$ cat config.mk
export PLATFORM = sky130hd
export DESIGN_NAME = addsub_multiword_seq
export DESIGN_NICKNAME = d
export VERILOG_FILES = /design/src/rtl/addsub_multiword_seq_pkg.sv /design/src/rtl/addsub_multiword_seq_limb.sv /design/src/rtl/addsub_multiword_seq.sv
export SDC_FILE = /design/constraint.sdc
export NUM_CORES = 1
export LEC_CHECK = 0
export ABC_AREA = 1
export CAP_MARGIN = 10
export CORE_MARGIN = 1
export CORE_UTILIZATION = 40
export DETAILED_ROUTE_END_ITERATION = 10
export PLACE_DENSITY_LB_ADDON = 0.08
export SYNTH_ARGS = -nofsm -noshare
export SYNTH_HDL_FRONTEND = slang
export SYNTH_SLANG_ARGS = --single-unit
$ cat constraint.sdc
create_clock -name clk -period 5.4 [get_ports clk]
set_clock_uncertainty 0.2 [all_clocks]
set_input_delay 1.08 -clock clk [delete_from_list [all_inputs] [get_ports clk]]
set_output_delay 1.08 -clock clk [all_outputs]
set_load 0.03 [all_outputs]
$ cat src/rtl/addsub_multiword_seq_pkg.sv
// -----------------------------------------------------------------------------
// addsub_pkg
//   Shared types and helpers for the multi-word add/subtract sequencer.
//   - state_e   : sequencer FSM states (IDLE, RUN, DONE), 2-bit encoding
//   - idx_w()   : width of the limb index register for a given limb count,
//                 never less than 1 so WORDS=1 still has a legal register
//   - sat_value(): saturated two's-complement value of a given width
//                 (0x7F..F for positive, 0x80..0 for negative), returned in a
//                 SAT_MAX_W container; callers slice the low bits they need.
//                 Only used when ADDSUB_SAT_EN is defined.
// -----------------------------------------------------------------------------
package addsub_pkg;

    typedef enum logic [1:0] {
        IDLE = 2'd0,
        RUN  = 2'd1,
        DONE = 2'd2
    } state_e;

    localparam int MAX_WORDS = 16;
    localparam int SAT_MAX_W = 256;

    function automatic int idx_w(input int words);
        int w;
        w = $clog2(words);
        return (w < 1) ? 1 : w;
    endfunction

    function automatic logic [SAT_MAX_W-1:0] sat_value(input int width, input logic neg);
        logic [SAT_MAX_W-1:0] v;
        v = '0;
        for (int i = 0; i < SAT_MAX_W; i++) begin
            if (i < width - 1) begin
                v[i] = ~neg;
            end else if (i == width - 1) begin
                v[i] = neg;
            end
        end
        return v;
    endfunction

endpackage

$ cat src/rtl/addsub_multiword_seq_limb.sv
// -----------------------------------------------------------------------------
// addsub_limb
//   One n-bit combinational add/subtract slice. The sequencer feeds it one limb
//   per clock and registers the carry between limbs.
//   Ports:
//     a, b      in  n  operand limbs
//     cin       in  1  carry in (the sequencer seeds it with add_n for limb 0)
//     add_n     in  1  0 = a+b, 1 = a-b (b is inverted here)
//     r         out n  limb result
//     cout      out 1  carry out of the limb MSB
//     c_msb_in  out 1  carry into the limb MSB (for signed overflow on the top limb)
// -----------------------------------------------------------------------------
module addsub_limb #(
    parameter int n = 4
) (
    input  logic [n-1:0] a,
    input  logic [n-1:0] b,
    input  logic         cin,
    input  logic         add_n,
    output logic [n-1:0] r,
    output logic         cout,
    output logic         c_msb_in
);

    logic [n-1:0] b_eff;
    logic [n:0]   sum;

    always_comb begin
        b_eff = b ^ {n{add_n}};
        sum   = {1'b0, a} + {1'b0, b_eff} + {{n{1'b0}}, cin};
        r     = sum[n-1:0];
        cout  = sum[n];
        // The MSB's sum bit is a^b^carry_in, so the carry into it falls out by XOR.
        c_msb_in = a[n-1] ^ b_eff[n-1] ^ sum[n-1];
    end

endmodule

$ cat src/rtl/addsub_multiword_seq.sv
// -----------------------------------------------------------------------------
// addsub_multiword_seq
//   Multi-precision add/subtract sequencer. Captures two W = n*WORDS bit
//   operands and produces the result one n-bit limb per clock, LSW first,
//   through a single shared addsub_limb instance.
//   Parameters: n (limb width), WORDS (limb count, 1..16).
//   Ports:
//     clk       in  1  clock, rising edge
//     rst       in  1  synchronous active-high reset (aborts any operation)
//     start     in  1  request; accepted only while idle
//     add_n     in  1  0 = x+y, 1 = x-y; captured on accept
//     x, y      in  W  two's-complement operands; captured on accept
//     busy      out 1  high from the cycle after accept through the done cycle
//     done      out 1  one-cycle pulse, results valid from this cycle
//     s         out W  result, held until the next accept
//     C_out     out 1  carry out of the MSB (subtract: 1 = no borrow)
//     overflow  out 1  signed overflow of the full W-bit operation
//   Build option: define ADDSUB_SAT_EN to saturate s on signed overflow.
//   Latency: accept at edge T, done high in cycle T+WORDS+1.
// -----------------------------------------------------------------------------
module addsub_multiword_seq
    import addsub_pkg::*;
#(
    parameter int n     = 4,
    parameter int WORDS = 2
) (
    input  logic               clk,
    input  logic               rst,
    input  logic               start,
    input  logic               add_n,
    input  logic [n*WORDS-1:0] x,
    input  logic [n*WORDS-1:0] y,
    output logic               busy,
    output logic               done,
    output logic [n*WORDS-1:0] s,
    output logic               C_out,
    output logic               overflow
);

    localparam int W     = n * WORDS;
    localparam int IDX_W = idx_w(WORDS);

    state_e           state_q, state_d;
    logic [IDX_W-1:0] idx_q, idx_d;
    logic             carry_q, carry_d;
    logic             sub_q, sub_d;
    logic [W-1:0]     x_q, x_d;
    logic [W-1:0]     y_q, y_d;
    logic [W-1:0]     s_q, s_d;
    logic             c_out_q, c_out_d;
    logic             ovf_q, ovf_d;

    logic [n-1:0]     x_limb, y_limb, r_limb;
    logic             cout_limb, c_msb_limb;
    logic             last_limb;

`ifdef ADDSUB_SAT_EN
    logic [SAT_MAX_W-1:0] sat_full;
`endif

    // Select the limb currently being processed.
    always_comb begin
        x_limb    = x_q[int'(idx_q)*n +: n];
        y_limb    = y_q[int'(idx_q)*n +: n];
        last_limb = (int'(idx_q) == WORDS - 1);
    end

    addsub_limb #(
        .n(n)
    ) u_limb (
        .a        (x_limb),
        .b        (y_limb),
        .cin      (carry_q),
        .add_n    (sub_q),
        .r        (r_limb),
        .cout     (cout_limb),
        .c_msb_in (c_msb_limb)
    );

`ifdef ADDSUB_SAT_EN
    always_comb begin
        sat_full = sat_value(W, x_q[W-1]);
    end
`endif

    always_comb begin
        state_d = state_q;
        idx_d   = idx_q;
        carry_d = carry_q;
        sub_d   = sub_q;
        x_d     = x_q;
        y_d     = y_q;
        s_d     = s_q;
        c_out_d = c_out_q;
        ovf_d   = ovf_q;

        case (state_q)
            IDLE: begin
                if (start) begin
                    x_d     = x;
                    y_d     = y;
                    sub_d   = add_n;
                    idx_d   = '0;
                    // Subtraction is x + ~y + 1: the +1 enters as the LSW carry.
                    carry_d = add_n;
                    s_d     = '0;
                    c_out_d = 1'b0;
                    ovf_d   = 1'b0;
                    state_d = RUN;
                end
            end

            RUN: begin
                s_d[int'(idx_q)*n +: n] = r_limb;
                carry_d = cout_limb;
                if (last_limb) begin
                    c_out_d = cout_limb;
                    ovf_d   = c_msb_limb ^ cout_limb;
`ifdef ADDSUB_SAT_EN
                    // Saturate on the final limb so the clamped value is visible with done.
                    if (c_msb_limb ^ cout_limb) begin
                        s_d = sat_full[W-1:0];
                    end
`endif
                    state_d = DONE;
                end else begin
                    idx_d = idx_q + IDX_W'(1);
                end
            end

            DONE: begin
                // start is deliberately ignored here; next accept is from IDLE.
                state_d = IDLE;
            end

            default: begin
                state_d = IDLE;
            end
        endcase
    end

    always_ff @(posedge clk) begin
        if (rst) begin
            state_q <= IDLE;
            idx_q   <= '0;
            carry_q <= 1'b0;
            s_q     <= '0;
            c_out_q <= 1'b0;
            ovf_q   <= 1'b0;
        end else begin
            state_q <= state_d;
            idx_q   <= idx_d;
            carry_q <= carry_d;
            s_q     <= s_d;
            c_out_q <= c_out_d;
            ovf_q   <= ovf_d;
        end
    end

    // Captured operands carry no reset: they are only read while RUN.
    always_ff @(posedge clk) begin
        x_q   <= x_d;
        y_q   <= y_d;
        sub_q <= sub_d;
    end

    always_comb begin
        busy     = (state_q != IDLE);
        done     = (state_q == DONE);
        s        = s_q;
        C_out    = c_out_q;
        overflow = ovf_q;
    end

endmodule
==> run_results.csv <==
group,metric,value,unit
critical_path,path_max_fanout,4,
floorplan,die_w,61.2,um
detailed_routing,drt-pass1-iter-count,4,
yosys,syn-num-nets,167,
critical_path,ff2ff_setup_slack,2.70,ns
layout,area_delta_synth_final,29.1,%
power_and_ir_drop,ir_drop,0.000148,V
yosys,synthArstFlopShare,0,
yosys,yosysSeqAreaShare,0.565,
yosys,yosys_register_bits,31,
clock_tree,numCtsBuffers,5,
yosys,synthesis.area,1400,um2
detailed_routing,drt_iter0_drc,29,
sta,fin_crit,2.86,ns
clock_tree,cts_setup_buffers,0,
placed_design,gp_congestion,0.843,
yosys,ys.flop_type,"edfxtp_1",
layout,fin_nets,203,
yosys,synth.largest_area_cell,"edfxtp_1",
yosys,avgSynthCellArea,9.86,um2
floorplan,die_h,61.2,um
critical_path,path_cells,"inv_2, nand2_1, clkdlybuf4s50_1",
sta,period_share,0.530,
layout,antennaDiodeCount,0,
floorplan,fp-row-count,21,
sta,finalSetupViolCount,0,
sta,worst_pin_slew,0.663,ns
sta,drv_slew,0,
detailed_routing,routedWlPerCell,10.2,um
critical_path,crit_path_end_kind,"output port",
power_and_ir_drop,power.leakage,0.000732,uW
placed_design,hpwlAfterDp,1800,um
sta,hold_viol_final,0,
clock_tree,cts-hold-fix-buffers,0,
clock_tree,clk_pin_slew,0.09,ns
detailed_routing,drc,0,
detailed_routing,drt_wl_total,2290,um
yosys,synth_edf_count,17,
layout,nFillCells,335,
yosys,ys_top_cells_by_count,"nand2_1, edfxtp_1, dfxtp_1",
critical_path,path_class,"flip-flop to output port",
clock_tree,clock_path_buffers,2,
sta,rsz0062_at_grt,"false",
critical_path,critPathMaxStageDelay,0.66,ns
grt,grt_overflow_total,0,
sta,tns,0,ns
grt,grt_max_degree,19,
yosys,synth_area_leaders,"edfxtp_1, dfxtp_1, nand2_1",
clock_tree,clkSinkCount,31,
power_and_ir_drop,p_per_area,297,nW/um2
yosys,ys_types,25,
worst_hold_path,min_path_type,"flip-flop to flip-flop",
sta,maxSlewHeadroom,0.558,
floorplan,start_util,0.420,
layout,multi_input_comb_area,538,um2
run,drv_cap,0,
floorplan,ioPinCount,32,
layout,register_area,791,um2
clock_tree,cts_tree,"built",
critical_path,cp-start-kind,"flip-flop",
yosys,synthCells,142,
power_and_ir_drop,power.total,537,uW
detailed_routing,vias,1016,
grt,grt_antenna_before_repair,0,
clock_tree,worst_skew_pair.late_latency,0.31,ns
grt,grt_pass1_vias,970,
detailed_routing,via_per_inst,4.52,
clock_tree,clockRootBuffer,"clkbuf_4",
critical_path,cp.required,4.12,ns
yosys,yosysMostFrequentCell,"nand2_1",
grt,track_usage,0.150,
clock_tree,ctsResizeCount,0,
placed_design,io_buffers,31,
clock_tree,htreeDepth,2,
outcome,status,"finished, final reports clean",
sta,max_freq,0.350,GHz
yosys,yosysWarnings,0,
yosys,yosysTopAreaCellShare,0.365,
critical_path,cp_data_arrival_time,1.58,ns
floorplan,fp.coreArea,3340,um2
floorplan,dieArea,3740,um2
grt,grt_pass1_wl,4000,um
critical_path,crit_slowest_cell,"clkdlybuf4s50_1",
detailed_routing,ant_nets,0,
layout,drive_above_1_share,0.117,
[layer usage]
metal / global-route usage / vias to the layer above / routed length (um)
li1: - / 531 / -
met1: 0.165 / 450 / 962
met2: 0.264 / 30 / 1190
met3: 0.0462 / 5 / 113
met4: 0.0682 / 0 / 31
met5: 0 / - / 0
[where the power goes]
group	switching, uW	internal (uW)
combinational	81.1	57.1
sequential	9.48	267
clock	70.6	51.8
[flip-flops by register name (all words and copies together) (netlist names)]
register,count
s,8
x_q,8
y_q,8
state_q,2
C_out,1
carry_q,1
idx_q,1
overflow,1
sub_q,1
[cell type report]
cell class / instances / share of cell area
Clock buffer: 8 / 0.0270
Inverter: 16 / 0.0346
Multi-Input combinational cell: 93 / 0.298
Sequential cell: 31 / 0.437
Tap cell: 46 / 0.0318
Timing Repair Buffer: 31 / 0.172
[critical path: cells and delay by family, from the launching register on]
family,cells,cell delay (ns)
buffers and inverters,2,0.74
DFF,1,0.45
and+or+nand+nor,1,0.07
[path summary, 6_finish.rpt]
check / startpoint / to / cells past startpoint
worst max-delay path: state_q[0]$_SDFFE_PP0P_ / busy / 3
worst max register to register: idx_q$_SDFFE_PP0P_ / carry_q$_SDFFE_PP0P_ / 11
worst min-delay path: s[1]$_SDFFE_PP0P_ / s[1]$_SDFFE_PP0P_ / 2
worst min register to register: s[1]$_SDFFE_PP0P_ / s[1]$_SDFFE_PP0P_ / 2
[metrics by stage]
stage / utilization / area, um2 / instances / setup WS (ns) / hold WS, ns
floorplan: - / 1400 / 142 / 3.24 / 0.270
global placement: 0.527 / 1760 / 217 / 2.61 / 0.246
detailed placement: 0.527 / 1760 / 217 / 2.57 / 0.251
CTS: 0.542 / 1810 / 225 / 2.51 / 0.264
global route: 0.542 / 1810 / 225 / 2.43 / 0.281
finish: 0.542 / 1810 / 225 / 2.54 / 0.261
[cells in the final DEF, fill, tap and decap left out, drive strengths merged]
master	instances
a21oi	10
nand2	51
mux2i	1
clkbuf	8
ha	3
fa	2
o21ai	3
a31oi	1
clkdlybuf4s50	31
nor2	8
xnor2	1
xor2	4
dfxtp	14
edfxtp	17
inv	16
nand3	9
[cells by family after synthesis]
kind of cell,share of synthesized area
simple gates,0.229
flops,0.565
buf+inv,0.0509
compound gates,0.0617
xor+xnor,0.0313
fa+ha+maj,0.0554
mux,0.00715
Power figures use the tool's default switching activity.
